$ cat config.mk
export PLATFORM = sky130hd
export DESIGN_NAME = parity_frame_ctrl_flat
export DESIGN_NICKNAME = d
export VERILOG_FILES = /design/src/rtl/parity_frame_ctrl_if.sv /design/src/rtl/parity_frame_ctrl.sv /design/src/flat_wrapper.sv
export SDC_FILE = /design/constraint.sdc
export NUM_CORES = 1
export LEC_CHECK = 0
export ABC_CLOCK_PERIOD_IN_PS = 1920
export CAP_MARGIN = 10
export CORE_ASPECT_RATIO = 2
export CORE_UTILIZATION = 45
export DETAILED_ROUTE_END_ITERATION = 7
export PLACE_DENSITY = 0.69
export SYNTH_ARGS = -nofsm -noshare
export SYNTH_HDL_FRONTEND = slang
export SYNTH_SLANG_ARGS = --single-unit
$ cat constraint.sdc
create_clock -name clk -period 1.92 [get_ports clk]
set_input_delay 0.384 -clock clk [delete_from_list [all_inputs] [get_ports clk]]
set_output_delay 0.384 -clock clk [all_outputs]
set_load 0.02 [all_outputs]
$ cat src/rtl/parity_frame_ctrl_if.sv
// Handshake and serial-line bundle for the parity framing controller.
interface parity_frame_ctrl_if #(
    parameter int DATA_W = 8
);
    logic              in_valid;
    logic [DATA_W-1:0] in_data;
    logic              in_ready;
    logic              x_out;
    logic              frame_act;
    logic              par_slot;
    logic              done;
    logic [7:0]        frames_sent;

    // Upstream word source / line observer side
    modport master (
        output in_valid, in_data,
        input  in_ready, x_out, frame_act, par_slot, done, frames_sent
    );

    // Framing controller side
    modport slave (
        input  in_valid, in_data,
        output in_ready, x_out, frame_act, par_slot, done, frames_sent
    );
endinterface

$ cat src/rtl/parity_frame_ctrl.sv
// Serial framing controller: shifts an accepted word out MSB-first, appends
// the parity bit, then idles the line for GAP cycles before the next word.
//
// state    | meaning
// ---------+--------------------------------------------------------------
// S_IDLE   | line low, in_ready high, waiting for in_valid
// S_DATA   | data bits on x_out, one per cycle, MSB first
// S_PARITY | parity bit on x_out, done pulse, frame counted
// S_GAP    | line low for GAP cycles (down-counter to zero)
module parity_frame_ctrl #(
    parameter int DATA_W = 8,
    parameter bit ODD    = 1'b0,
    parameter int GAP    = 1
) (
    input  logic              clk,
    input  logic              rst_n,
    parity_frame_ctrl_if.slave bus
);

    localparam int                CNT_W    = $clog2(DATA_W);
    localparam logic [CNT_W-1:0]  CNT_LAST = CNT_W'(DATA_W - 1);
    // GAP state is entered with GAP-1 so that it lasts exactly GAP cycles
    localparam logic [3:0]        GAP_LOAD = 4'((GAP > 0) ? GAP - 1 : 0);

    typedef enum logic [1:0] {S_IDLE, S_DATA, S_PARITY, S_GAP} state_t;

    state_t             state_q, state_d;
    logic [DATA_W-1:0]  shift_q, shift_d;
    logic [CNT_W-1:0]   cnt_q, cnt_d;
    logic               acc_q, acc_d;
    logic [3:0]         gap_q, gap_d;
    logic               x_q, x_d;
    logic               frame_act_q, frame_act_d;
    logic               par_slot_q, par_slot_d;
    logic               done_q, done_d;
    logic [7:0]         frames_q, frames_d;
    logic               accept;

    // in_ready is a pure state decode, forced low while reset is held
    assign bus.in_ready = (state_q == S_IDLE) && rst_n;
    assign accept       = bus.in_valid && (state_q == S_IDLE);

    assign bus.x_out       = x_q;
    assign bus.frame_act   = frame_act_q;
    assign bus.par_slot    = par_slot_q;
    assign bus.done        = done_q;
    assign bus.frames_sent = frames_q;

    // State register
    always_ff @(posedge clk or negedge rst_n) begin
        if (!rst_n) state_q <= S_IDLE;
        else        state_q <= state_d;
    end

    // Next-state decode
    always_comb begin
        state_d = state_q;
        unique case (state_q)
            S_IDLE:   if (accept) state_d = S_DATA;
            S_DATA:   if (cnt_q == CNT_LAST) state_d = S_PARITY;
            S_PARITY: begin
                if (GAP > 0) state_d = S_GAP;
                else         state_d = S_IDLE;
            end
            S_GAP:    if (gap_q == 4'd0) state_d = S_IDLE;
            default:  state_d = S_IDLE;
        endcase
    end

    // Datapath and registered-output next values
    always_comb begin
        shift_d     = shift_q;
        cnt_d       = cnt_q;
        acc_d       = acc_q;
        gap_d       = gap_q;
        x_d         = x_q;
        frame_act_d = frame_act_q;
        par_slot_d  = par_slot_q;
        done_d      = done_q;
        frames_d    = frames_q;
        unique case (state_q)
            S_IDLE: begin
                if (accept) begin
                    shift_d     = bus.in_data;
                    acc_d       = ODD ^ bus.in_data[DATA_W-1];
                    cnt_d       = '0;
                    x_d         = bus.in_data[DATA_W-1];
                    frame_act_d = 1'b1;
                end
            end
            S_DATA: begin
                if (cnt_q != CNT_LAST) begin
                    // bit DATA_W-2 of the current shift value is the next bit out
                    shift_d = {shift_q[DATA_W-2:0], 1'b0};
                    x_d     = shift_q[DATA_W-2];
                    acc_d   = acc_q ^ shift_q[DATA_W-2];
                    cnt_d   = cnt_q + 1'b1;
                end else begin
                    // accumulator already holds ODD ^ (xor of all data bits)
                    x_d        = acc_q;
                    par_slot_d = 1'b1;
                    done_d     = 1'b1;
                    frames_d   = frames_q + 8'd1;
                end
            end
            S_PARITY: begin
                x_d         = 1'b0;
                frame_act_d = 1'b0;
                par_slot_d  = 1'b0;
                done_d      = 1'b0;
                gap_d       = GAP_LOAD;
            end
            S_GAP: begin
                if (gap_q != 4'd0) gap_d = gap_q - 4'd1;
            end
            default: begin
                x_d = 1'b0;
            end
        endcase
    end

    // Datapath and output registers
    always_ff @(posedge clk or negedge rst_n) begin
        if (!rst_n) begin
            shift_q     <= '0;
            cnt_q       <= '0;
            acc_q       <= 1'b0;
            gap_q       <= 4'd0;
            x_q         <= 1'b0;
            frame_act_q <= 1'b0;
            par_slot_q  <= 1'b0;
            done_q      <= 1'b0;
            frames_q    <= 8'd0;
        end else begin
            shift_q     <= shift_d;
            cnt_q       <= cnt_d;
            acc_q       <= acc_d;
            gap_q       <= gap_d;
            x_q         <= x_d;
            frame_act_q <= frame_act_d;
            par_slot_q  <= par_slot_d;
            done_q      <= done_d;
            frames_q    <= frames_d;
        end
    end

endmodule
$ cat src/flat_wrapper.sv
// flat-port wrapper written by rule: the top's interface ports become plain ports
module parity_frame_ctrl_flat 
#(
    parameter int DATA_W = 8,
    parameter bit ODD    = 1'b0,
    parameter int GAP    = 1
)
  (clk, rst_n, bus_in_valid, bus_in_data, bus_in_ready, bus_x_out, bus_frame_act, bus_par_slot, bus_done, bus_frames_sent);
  parity_frame_ctrl_if #(.DATA_W(DATA_W)) bus_i ();
  input  logic clk;
  input  logic rst_n;
  input wire logic [$bits(bus_i.in_valid)-1:0] bus_in_valid;
  input wire logic [$bits(bus_i.in_data)-1:0] bus_in_data;
  output wire logic [$bits(bus_i.in_ready)-1:0] bus_in_ready;
  output wire logic [$bits(bus_i.x_out)-1:0] bus_x_out;
  output wire logic [$bits(bus_i.frame_act)-1:0] bus_frame_act;
  output wire logic [$bits(bus_i.par_slot)-1:0] bus_par_slot;
  output wire logic [$bits(bus_i.done)-1:0] bus_done;
  output wire logic [$bits(bus_i.frames_sent)-1:0] bus_frames_sent;
  assign bus_i.in_valid = bus_in_valid;
  assign bus_i.in_data = bus_in_data;
  assign bus_in_ready = bus_i.in_ready;
  assign bus_x_out = bus_i.x_out;
  assign bus_frame_act = bus_i.frame_act;
  assign bus_par_slot = bus_i.par_slot;
  assign bus_done = bus_i.done;
  assign bus_frames_sent = bus_i.frames_sent;
  parity_frame_ctrl #(.DATA_W(DATA_W), .ODD(ODD), .GAP(GAP)) u_core (.clk(clk), .rst_n(rst_n), .bus(bus_i));
endmodule
== Word-level counts from Yosys, hierarchy flattened ==
Index checks and enable logic that the tools add are counted.

* Equality and inequality tests: 11
* Mux-type cells: 21
* Add/subtract/negate cells: 3
* Reduce and logical (&&, ||, !) cells: 17
* Bitwise gates (word level): 2

{| class="wikitable"
|+ Operators with widths
! operator !! number
|-
| $mux 7 || 2
|-
| $pmux 7 s2 || 1
|-
| $ne 2x1->1 const B || 5
|-
| $reduce_and 2->1 || 5
|-
| $add 8x1->8 const B || 1
|-
| $pmux 2 s4 || 1
|-
| $pmux 4 s2 || 1
|-
| $reduce_bool 2->1 || 4
|-
| $mux 2 || 3
|-
| $mux 3 || 2
|-
| $pmux 1 s2 || 3
|-
| $pmux 3 s2 || 1
|-
| $reduce_and 3->1 || 2
|-
| $mux 1 || 5
|-
| $eq 2x2->1 const B || 2
|-
| $logic_not 4->1 || 1
|-
| $mux 4 || 1
|-
| $reduce_bool 4->1 || 1
|-
| $sub 4x1->4 const B || 1
|-
| $add 3x1->3 const B || 1
|-
| $eq 3x3->1 const B || 1
|-
| $ne 3x3->1 const B || 1
|-
| $pmux 1 s3 || 1
|-
| $reduce_bool 3->1 || 1
|-
| 6 further kinds || 7
|}

* Bits of input ports: 11
* Output and inout bits: 13
* Register bits after elaboration: 28
* Logic and storage cells: 63

== Longest topological paths before layout ==
Gate-level depths: netlist of run 1.

* Word-level depth: 4
* Gate-level depth with buffers: 8
* Mapped depth without buffers: 6

== Worst setup path after synthesis of run 1 ==
No wires, ideal clock.

* Path kind: register -> register
* From: reg u_core.cnt_q[0]
* To: reg u_core.frames_q[1], in the netlist u_core.bus.frames_sent[1]
* Stages on the path, launching flop included: 6
* Required time: 1,795 ps
* Arrival time: 1,432 ps
* Slack: 363 ps
* Library setup time: 125 ps
* Period minus slack after synthesis: 1,557 ps
* Buffers on the path: 1
* Path through: dfrtp_1 -> ha_1 -> ha_1 -> buf_2 -> nand2_1 -> mux2_2

* Word-level cells in the longest chain between the ends: 3

{| class="wikitable"
|+ RTL lines
! what !! RTL line !! source
|-
| start, declared || parity_frame_ctrl.sv:29 || <nowiki>logic [CNT_W-1:0] cnt_q, cnt_d;</nowiki>
|-
| start signal, assigned || parity_frame_ctrl.sv:136 || <nowiki>cnt_q <= cnt_d;</nowiki>
|-
| $ne 3x3->1 || parity_frame_ctrl.sv:92 || <nowiki>if (cnt_q != CNT_LAST) begin</nowiki>
|-
| $not 1->1 (no source line) || -- ||
|-
| $reduce_and 2->1 (no source line) || -- ||
|-
| end signal, assigned || parity_frame_ctrl.sv:143 || <nowiki>frames_q <= frames_d;</nowiki>
|-
| end, declared || parity_frame_ctrl.sv:36 || <nowiki>logic [7:0] frames_q, frames_d;</nowiki>
|}

Every way passes these cells.
A chain may end at the register's enable or synchronous reset.

== Worst setup path after layout of run 1 ==
* From: reg u_core.state_q[0]
* To: out bus_in_ready

* Word-level cells in the longest chain between the ends: 2

{| class="wikitable"
|+ RTL lines
! what !! RTL line !! source
|-
| start, declared || parity_frame_ctrl.sv:27 || <nowiki>state_t state_q, state_d;</nowiki>
|-
| start signal, assigned || parity_frame_ctrl.sv:52 || <nowiki>else state_q <= state_d;</nowiki>
|-
| $logic_not 2->1 || parity_frame_ctrl.sv:40 || <nowiki>assign bus.in_ready = (state_q == S_IDLE) && rst_n;</nowiki>
|-
| $logic_and 1x1->1 || parity_frame_ctrl.sv:40 ||
|-
| end, declared || flat_wrapper.sv:14 || <nowiki>output wire logic [$bits(bus_i.in_ready)-1:0] bus_in_ready;</nowiki>
|}

Every way passes these cells.

==> results of run 1 <==
worst max-delay path: stages (launching register included):
cell and delay, ps:
sky130_fd_sc_hd__dfrtp_1 410, sky130_fd_sc_hd__inv_1 110, sky130_fd_sc_hd__ha_1 170, sky130_fd_sc_hd__and2_1 140, sky130_fd_sc_hd__dlygate4sd2_1 330
cell usage in the layout (no fill, tap or decap), drive strengths merged, types with 2 or more instances in the layout:
cell type	Yosys	layout
dfrtp	28	28
mux2i	10	10
a21oi	11	11
nand3	6	6
a22o	5	5
clkdlybuf4s50	0	22
nand2b	3	3
o31ai	2	2
nand4	3	3
o22ai	2	2
inv	9	9
clkbuf	0	3
o21ai	6	6
nand2	7	7
nor2	10	10
buf	6	7
ha	9	9
mux2	3	3
xnor2	6	6
synthesized netlist by cell type, drive strengths merged, types with 2 or more instances:
| master | number |
|---|---|
| mux2 | 3 |
| nand2b | 3 |
| mux2i | 10 |
| o21ai | 6 |
| nand3 | 6 |
| buf | 6 |
| o22ai | 2 |
| ha | 9 |
| nand4 | 3 |
| o31ai | 2 |
| a22o | 5 |
| dfrtp | 28 |
| xnor2 | 6 |
| nor2 | 10 |
| nand2 | 7 |
| inv | 9 |
| a21oi | 11 |
per-stage QoR:
step           hold slack (ps)  instances  setup TNS, ps  cell area, um2
4_1_cts                    480        198              0            1830
6_report                   473        198              0            1850
3_3_place_gp               465        194          -79.7            1760
2_1_floorplan             88.4        139              0            1480
5_1_grt                    524        198              0            1850
3_5_place_dp               464        194          -79.4            1760
cells by family (layout without fill, tap and decap cells):
kind of cell / count (synthesis) / count (layout)
compound gates: 31 / 31
xor+xnor: 7 / 7
fa+ha+maj: 9 / 9
buf+inv: 15 / 43
flops: 28 / 28
mux: 13 / 13
simple gates: 36 / 36
worst paths after layout:
| kind | depth (start not counted) | to | slack (ps) |
|---|---|---|---|
| max in group asynchronous | 2 | u_core.bus.x_out$_DFFE_PN0P_ | 1180 |
| max | 4 | bus_in_ready | 90 |
| min in group asynchronous | 2 | u_core.shift_q[5]$_DFFE_PN0P_ | 490 |
| min | 1 | u_core.bus.frames_sent[7]$_DFFE_PN0P_ | 470 |
| max reg2reg | 6 | u_core.state_q[1]$_DFFE_PN0P_ | 210 |
| min reg2reg | 1 | u_core.bus.frames_sent[7]$_DFFE_PN0P_ | 470 |
what timing repair did:
item	in CTS	in global routing
endpoints found under the hold margin	0	0
endpoints found under the setup margin	1	7
gates resized for setup	1	3
state kept, by name (all words and copies together), names as in the netlist:
name	flops
u_core.acc_q	1
u_core.bus.frame_act	1
u_core.bus.frames_sent	8
u_core.bus.par_slot	1
u_core.bus.x_out	1
u_core.cnt_q	3
u_core.gap_q	4
u_core.shift_q	7
u_core.state_q	2
power by group through the flow:
stage / Sequential [uW] / Clock (uW) / Combinational [uW]
2_1_floorplan: 934 / 0 / 789
3_3_place_gp: 903 / 0 / 1090
3_5_place_dp: 920 / 0 / 1120
4_1_cts: 907 / 480 / 1120
5_1_grt: 932 / 498 / 1260
6_report: 906 / 476 / 1140
per-layer routing:
metal	up-vias	share of wire [%]
met5	-	0
met4	0	2.3
met3	5	2.5
met2	22	56
met1	524	39
li1	547	-
layout make-up:
class	instances	area, um2	share of cell area [%]
clock buffer	3	41.3	2.24
clock inverter	1	30.0	1.63
inverter	9	33.8	1.83
multi-input combinational	96	721	39.0
sequential	28	701	37.9
tap	31	38.8	2.10
timing repair buffer	30	282	15.2
==> flow_results.org, run 1 <==
** Global routing
- Wire length of the first global-routing pass :: 5.04 mm
- Total GRT Usage :: 18.6%
- Entering global routing, the biggest net connects 29 pins.
- The via count of the first global-routing pass is 1109.
- Sum of overflow across all layers after global routing :: 0
- For this run, global-route usage on met2 was measured as 32.9%.
- For this run, global-route usage on met1 was measured as 21.1%.
- In the global route stage, met3 resource usage came out at 2.17%.
- Top Usage Layer GRT :: met2
- The number of antenna violations at the first check in global routing was 0.

** Synth
- Synthesis produced a netlist whose cell count is 139.
- Of the total synthesized cell area, the portion taken by full adders, half adders and majority gates is 7.61%.
- Main synth FF type :: sky130_fd_sc_hd__dfrtp_1
- Post-synthesis mux area share :: 9.31%
- Summing the areas of all and, or, nand and nor instances in the mapped netlist gives 12.4% of the synthesized area.
- Synth Net Count :: 159
- Largest family of logic cells by synthesized area :: compound AO/OA/AOI/OAI gates
- The biggest area contributor in the post-synthesis netlist is sky130_fd_sc_hd__dfrtp_1.
- Compound-Gate Fraction of Synth Area :: 14.4%
- After synthesis, the mean cell area works out to 10.6 um2.
- Xor and xnor fraction of the mapped netlist area :: 4.15%
- Synthesis inferred 28 register bits.
- The Yosys step of the flow raised 0 warnings.
- Counting distinct cell types in the post-synthesis netlist gives 35.
- Number of enable-type register cells in the synthesized netlist :: 0
- Sequential fraction of the synthesis area :: 47.4%
- Fraction of synthesized cell area taken by the top area cell type :: 47.4%
- For this run, asynchronously set or reset flops after synthesis account for 100%.
- By area the synthesized netlist is led by sky130_fd_sc_hd__dfrtp_1 47%, sky130_fd_sc_hd__ha_1 7.6%, sky130_fd_sc_hd__mux2i_1 6.8%.
- The synthesized netlist occupies a cell area of 0.00148 mm2.

** Floorplanning
- In this run the count of I/O pins placed on the die edge is 24.
- After floorplanning, the core was divided into 29 placement rows.
- The floorplan step defined a die boundary enclosing 0.00353 mm2.
- In this run the vertical extent of the chip is 83.1 um.
- X dimension of the die :: 42.5 um
- The core region is 0.00316 mm2.
- The initial utilization of the core area, before any placement, comes to 46.8%.

** Drt
- Number of vias per cell :: 5.55
- Vias after detailed routing :: 1098
- The detail route stage leaves a number of antenna-violating nets equal to 0.
- Initial DRT Pass Iterations :: 4
- The final layout contains routed wiring with a total length of 2.90 mm.
- After detailed routing, the number of remaining DRC violations is 0.
- Number of DRC violations after detailed-routing iteration 0 :: 18
- In the final routed layout, each cell accounts on average for 14.6 um.

** CTS
- TritonCTS built the clock tree.
- In this run the number of H-tree levels came out at 1.
- Counting every sink on the clock net gives 28.
- Clock Tree Root :: sky130_fd_sc_hd__clkbuf_8
- In this run the post-CTS setup repair buffer count came out at 0.
- Clock-pin slew of the registers on the worst-case setup and hold paths :: 100 ps
- Buffers from clock root to sink, at most :: 2
- Counting the buffers created by CTS gives 3.
- Hold buffers post-CTS :: 0
- Worst-skew pair later-pin latency :: 280 ps

** Timing
- The worst path uses 95.3% of the clock period.
- Subtracting the final worst setup slack from the clock period gives 1830 ps.
- Clock skew :: 5.71 ps
- Setup repair after global routing left no endpoint under its margin.
- Final max-slew violation count :: 0
- Count of endpoints failing hold in the final timing report :: 0
- Actual transition at the worst max-transition pin :: 370 ps
- Headroom to the max-slew limit came out at 74.8%.
- Max Clock Freq :: 0.547 GHz
- Setup violations remaining at the end of the flow were counted as 0.
- Setup slack closes at 90.4 ps.

** Power
- Sw power :: 933 uW
- Logic gate share of total power :: 45.1%
- Internal Dissipation :: 1580 uW
- Power share of the clock group :: 18.9%
- Across the VDD grid, the largest voltage drop is 0.000825 V.
- Summed over all cells, the static leakage comes to 0.000819 uW.
- Reg power frac :: 36.0%
- Switching power as a share of total power :: 37.1%
- Total power of the final layout :: 2520 uW
- Power per unit of standard cell area :: 1360 mW/mm2

** Worst setup path
- The worst setup path is captured at a primary output.
- The critical path is of the register to primary output type.
- In this run the worst path has a maximum fanout of 3.
- Worst endpoint required time :: 1540 ps
- Arrival time reported for the critical path endpoint :: 1450 ps
- Crit. Startpoint :: u_core.state_q[0]$_DFFE_PN0P_
- Sort of element at the start of the critical path :: register
- In this run the critical register-to-register path is launched from u_core.state_q[1]$_DFFE_PN0P_.

** Outcome
- The flow ran to the end, and the final reports show no timing, DRC or antenna violations.

** Layout
- Relative area change from synthesis to final layout :: 24.9%
- In the final layout, the share of cells above drive strength 1 is 11.4%.
- At the end of the flow the core is filled with cells to 58.5%.
- Final net count :: 188
- Filler Cells Inserted :: 273
- Number of antenna repair diodes :: 0

** Placement
- Input/output buffers :: 23
- Half-perimeter wire length after detailed placement :: 2.23 mm
- The congestion estimate from routability-driven global placement came to 0.817.
- Post-placement setup slack :: -79.4 ps

** Hold path
- The min-delay analysis places its worst path in the category register to register.
- Startpoint of the most critical hold path :: u_core.bus.frames_sent[7]$_DFFE_PN0P_

** Job
- Count of max-cap constraint violations :: 0
No activity file was read; power rests on OpenSTA's default activity.
==> run 2: changes to the inputs <==
- SLEW_MARGIN: default -> 25
==> results of run 2 <==
Final layout, timing and power as in run 1 (identical DEF).
==> run 3: changes to the inputs <==
- CTS_BUF_LIST: default -> sky130_fd_sc_hd__clkbuf_16
==> run 3 against run 2 <==
Net effect: final area up 1.8%; sequential power about the same; final cell count unchanged; critical path type unchanged; largest cell class unchanged; largest power group unchanged; highest routed layer unchanged.
==> flow_results.org, run 3 (synthesized netlist as in run 1, its figures left out) <==
** CTS
- Clock tree sinks :: 28
- CTS placed an instance of sky130_fd_sc_hd__clkbuf_16 at the clock tree root.
- Total CTS buffers :: 3
- The clock passes through at most 2 buffers.
- CTS built an H-tree with a depth of 1.
- Worst-skew pair later-pin latency :: 270 ps
- TritonCTS built the clock tree.
- After clock tree synthesis, the clock-pin slew on the worst setup and hold paths is 70 ps.

** Timing
- Setup repair after global routing left no endpoint under its margin.
- Between clock sinks in the finished design, the worst skew comes to 3.36 ps.
- Max-slew headroom at the worst pin :: 75.1%
- Setup violations remaining at the end of the flow were counted as 0.
- Hold WS :: 469 ps
- Final setup slack of the worst path :: 118 ps
- The worst path in the final design needs a cycle of 1800 ps, including I/O delays and setup.
- Final max-slew violation count :: 0
- At the pin with the least slew margin, the transition time is 367 ps.
- After layout, the worst path uses 93.9% of the clock period.
- Static timing analysis puts the maximum clock frequency at 0.555 GHz.
- The final hold violation count came to 0.

** Placement
- GP Congestion :: 0.817
- Half-perimeter wire length after detailed placement :: 2.23 mm
- Post-placement cell count :: 194
- Post-placement setup slack :: -79.4 ps
- Input and output buffers added on the ports amount to 23.

** Hold path
- The worst hold path terminates at u_core.bus.frames_sent[7]$_DFFE_PN0P_.
- The path class of the tightest hold or removal check is register to register.
- Counting instances, the worst hold path has a depth of 1.
- The startpoint identified for the worst hold timing path is u_core.bus.frames_sent[7]$_DFFE_PN0P_.

** Global routing
- Sum of overflow across all layers after global routing :: 0
- Total GRT Usage :: 19.1%
- Pin count of the biggest net entering global routing :: 29
- Number of antenna violations at the first check in global routing :: 0
- Vias in the first global route :: 1099
- The first global-routing pass estimated 5.09 mm of wire.

** Layout
- In the final layout, the share of cells above drive strength 1 is 11.4%.
- The register with the most flip-flops in the layout has 8 of them.
- The finished layout holds 198 standard cells, fillers aside.
- Area used by multi-input combinational logic :: 721 um2
- Flip-flop and latch area :: 701 um2
- At the end of the flow, the number of nets in the layout was 188.
- In the layout the commonest cells are 28 x sky130_fd_sc_hd__dfrtp_1, 22 x sky130_fd_sc_hd__clkdlybuf4s50_1, 10 x sky130_fd_sc_hd__nor2_1, 10 x sky130_fd_sc_hd__a21oi_1.
- Filler Cells Inserted :: 271
- Most frequent standard cell in the layout excluding fill and tap cells :: sky130_fd_sc_hd__dfrtp_1
- Final core utilization :: 59.6%
- Relative area change from synthesis to final layout :: 27.2%
- The repair_antennas step left the layout with diodes totalling 0.

** Power
- Leakage dissipation :: 0.000835 uW
- Power per unit of standard cell area :: 1420 mW/mm2
- Worst IR drop on VDD :: 0.000884 V

** Worst setup path
- Sort of element at the start of the critical path :: register
- For the worst flop-to-flop path, the logic depth is 6.
- Register-to-Register Setup Slack :: 190 ps
- Worst endpoint required time :: 1540 ps
- The endpoint identified for the worst register-to-register timing path is u_core.state_q[1]$_DFFE_PN0P_.
- Startpoint of the most critical register-to-register path :: u_core.state_q[1]$_DFFE_PN0P_
- Arrival time reported for the critical path endpoint :: 1420 ps
- The critical path is of the register to primary output type.
- Highest net fanout along the worst path :: 3
- The worst setup path is captured at a primary output.

** Drt
- Number of DRC violations after detailed-routing iteration 0 :: 9
- Vias after detailed routing :: 1112
- # DRC :: 0
- Initial DRT Pass Iterations :: 4
- After detailed routing, the number of vias per cell comes to 5.62.
- Once detail routing completed, the nets flagged for antenna violations numbered 0.
- The routed design has 2.98 mm of wire.
- WL per Instance :: 15.0 um

** Job
- Count of max-cap constraint violations :: 0

** Floorplanning
- Number of top-level pins :: 24
- Vertical die dimension :: 83.1 um
- The floorplan has 29 rows.
- Core Region :: 0.00316 mm2
- Die footprint :: 0.00353 mm2
- For this configuration, the core starts out at a cell density of 46.8%.
- The die is 42.5 um wide.

** Outcome
- Result of the run :: completed
## run 3: worst max-delay path: stages (launching register included)
cell	delay, ps
sky130_fd_sc_hd__dfrtp_1	400
sky130_fd_sc_hd__inv_1	110
sky130_fd_sc_hd__ha_1	170
sky130_fd_sc_hd__and2_1	140
sky130_fd_sc_hd__dlygate4sd2_1	330
## run 3: timing repair
item	CTS	global route
hold buffers	0	0
hold endpoints to repair	0	0
endpoints found under the setup margin	1	7
setup buffers	0	0
gates resized for setup	1	3
## run 3: metal layers
| metal | wire length [um] | vias to the layer above | GRT usage, % | share of wire, % |
|---|---|---|---|---|
| met3 | 98 | 6 | 3.04 | 3.3 |
| li1 | - | 549 | - | - |
| met2 | 1650 | 33 | 32.4 | 56 |
| met4 | 74 | 0 | 9.94 | 2.5 |
| met1 | 1150 | 524 | 22.2 | 39 |
| met5 | 0 | - | 0 | 0 |
## run 3: how the worst max path moves through the flow
stage	endpoint	depth (start not counted)	startpoint	slack (ps)
5_1_grt	bus_in_ready	4	u_core.state_q[0]$_DFFE_PN0P_	30
6_report	bus_in_ready	4	u_core.state_q[0]$_DFFE_PN0P_	120
3_3_place_gp	bus_in_ready	3	rst_n	-80
3_5_place_dp	bus_in_ready	3	rst_n	-80
4_1_cts	u_core.shift_q[1]$_DFFE_PN0P_	6	u_core.cnt_q[0]$_DFFE_PN0P_	70
2_1_floorplan	u_core.bus.frames_sent[1]$_DFFE_PN0P_	5	u_core.cnt_q[0]$_DFFE_PN0P_	360
## run 3: power by group
group	internal, uW	switching (uW)	total [uW]
logic	540	602	1140
registers	764	143	908
clock network	416	214	630
## run 3: layout make-up
class                   instances  share of cell area, %
flip-flops and latches         28                   37.3
clock buffers                   3                   3.99
inverters                       9                   1.80
clock inverters                 1                   1.60
well taps                      31                   2.06
repair buffers                 30                   15.0
multi-input cells              96                   38.3
## run 3: per-stage QoR
stage	area (um2)	setup TNS, ps	power [uW]
2_1_floorplan	1480	0	1720
3_3_place_gp	1760	-79.7	1990
3_5_place_dp	1760	-79.4	2040
4_1_cts	1870	0	2670
5_1_grt	1880	0	2850
6_report	1880	0	2680
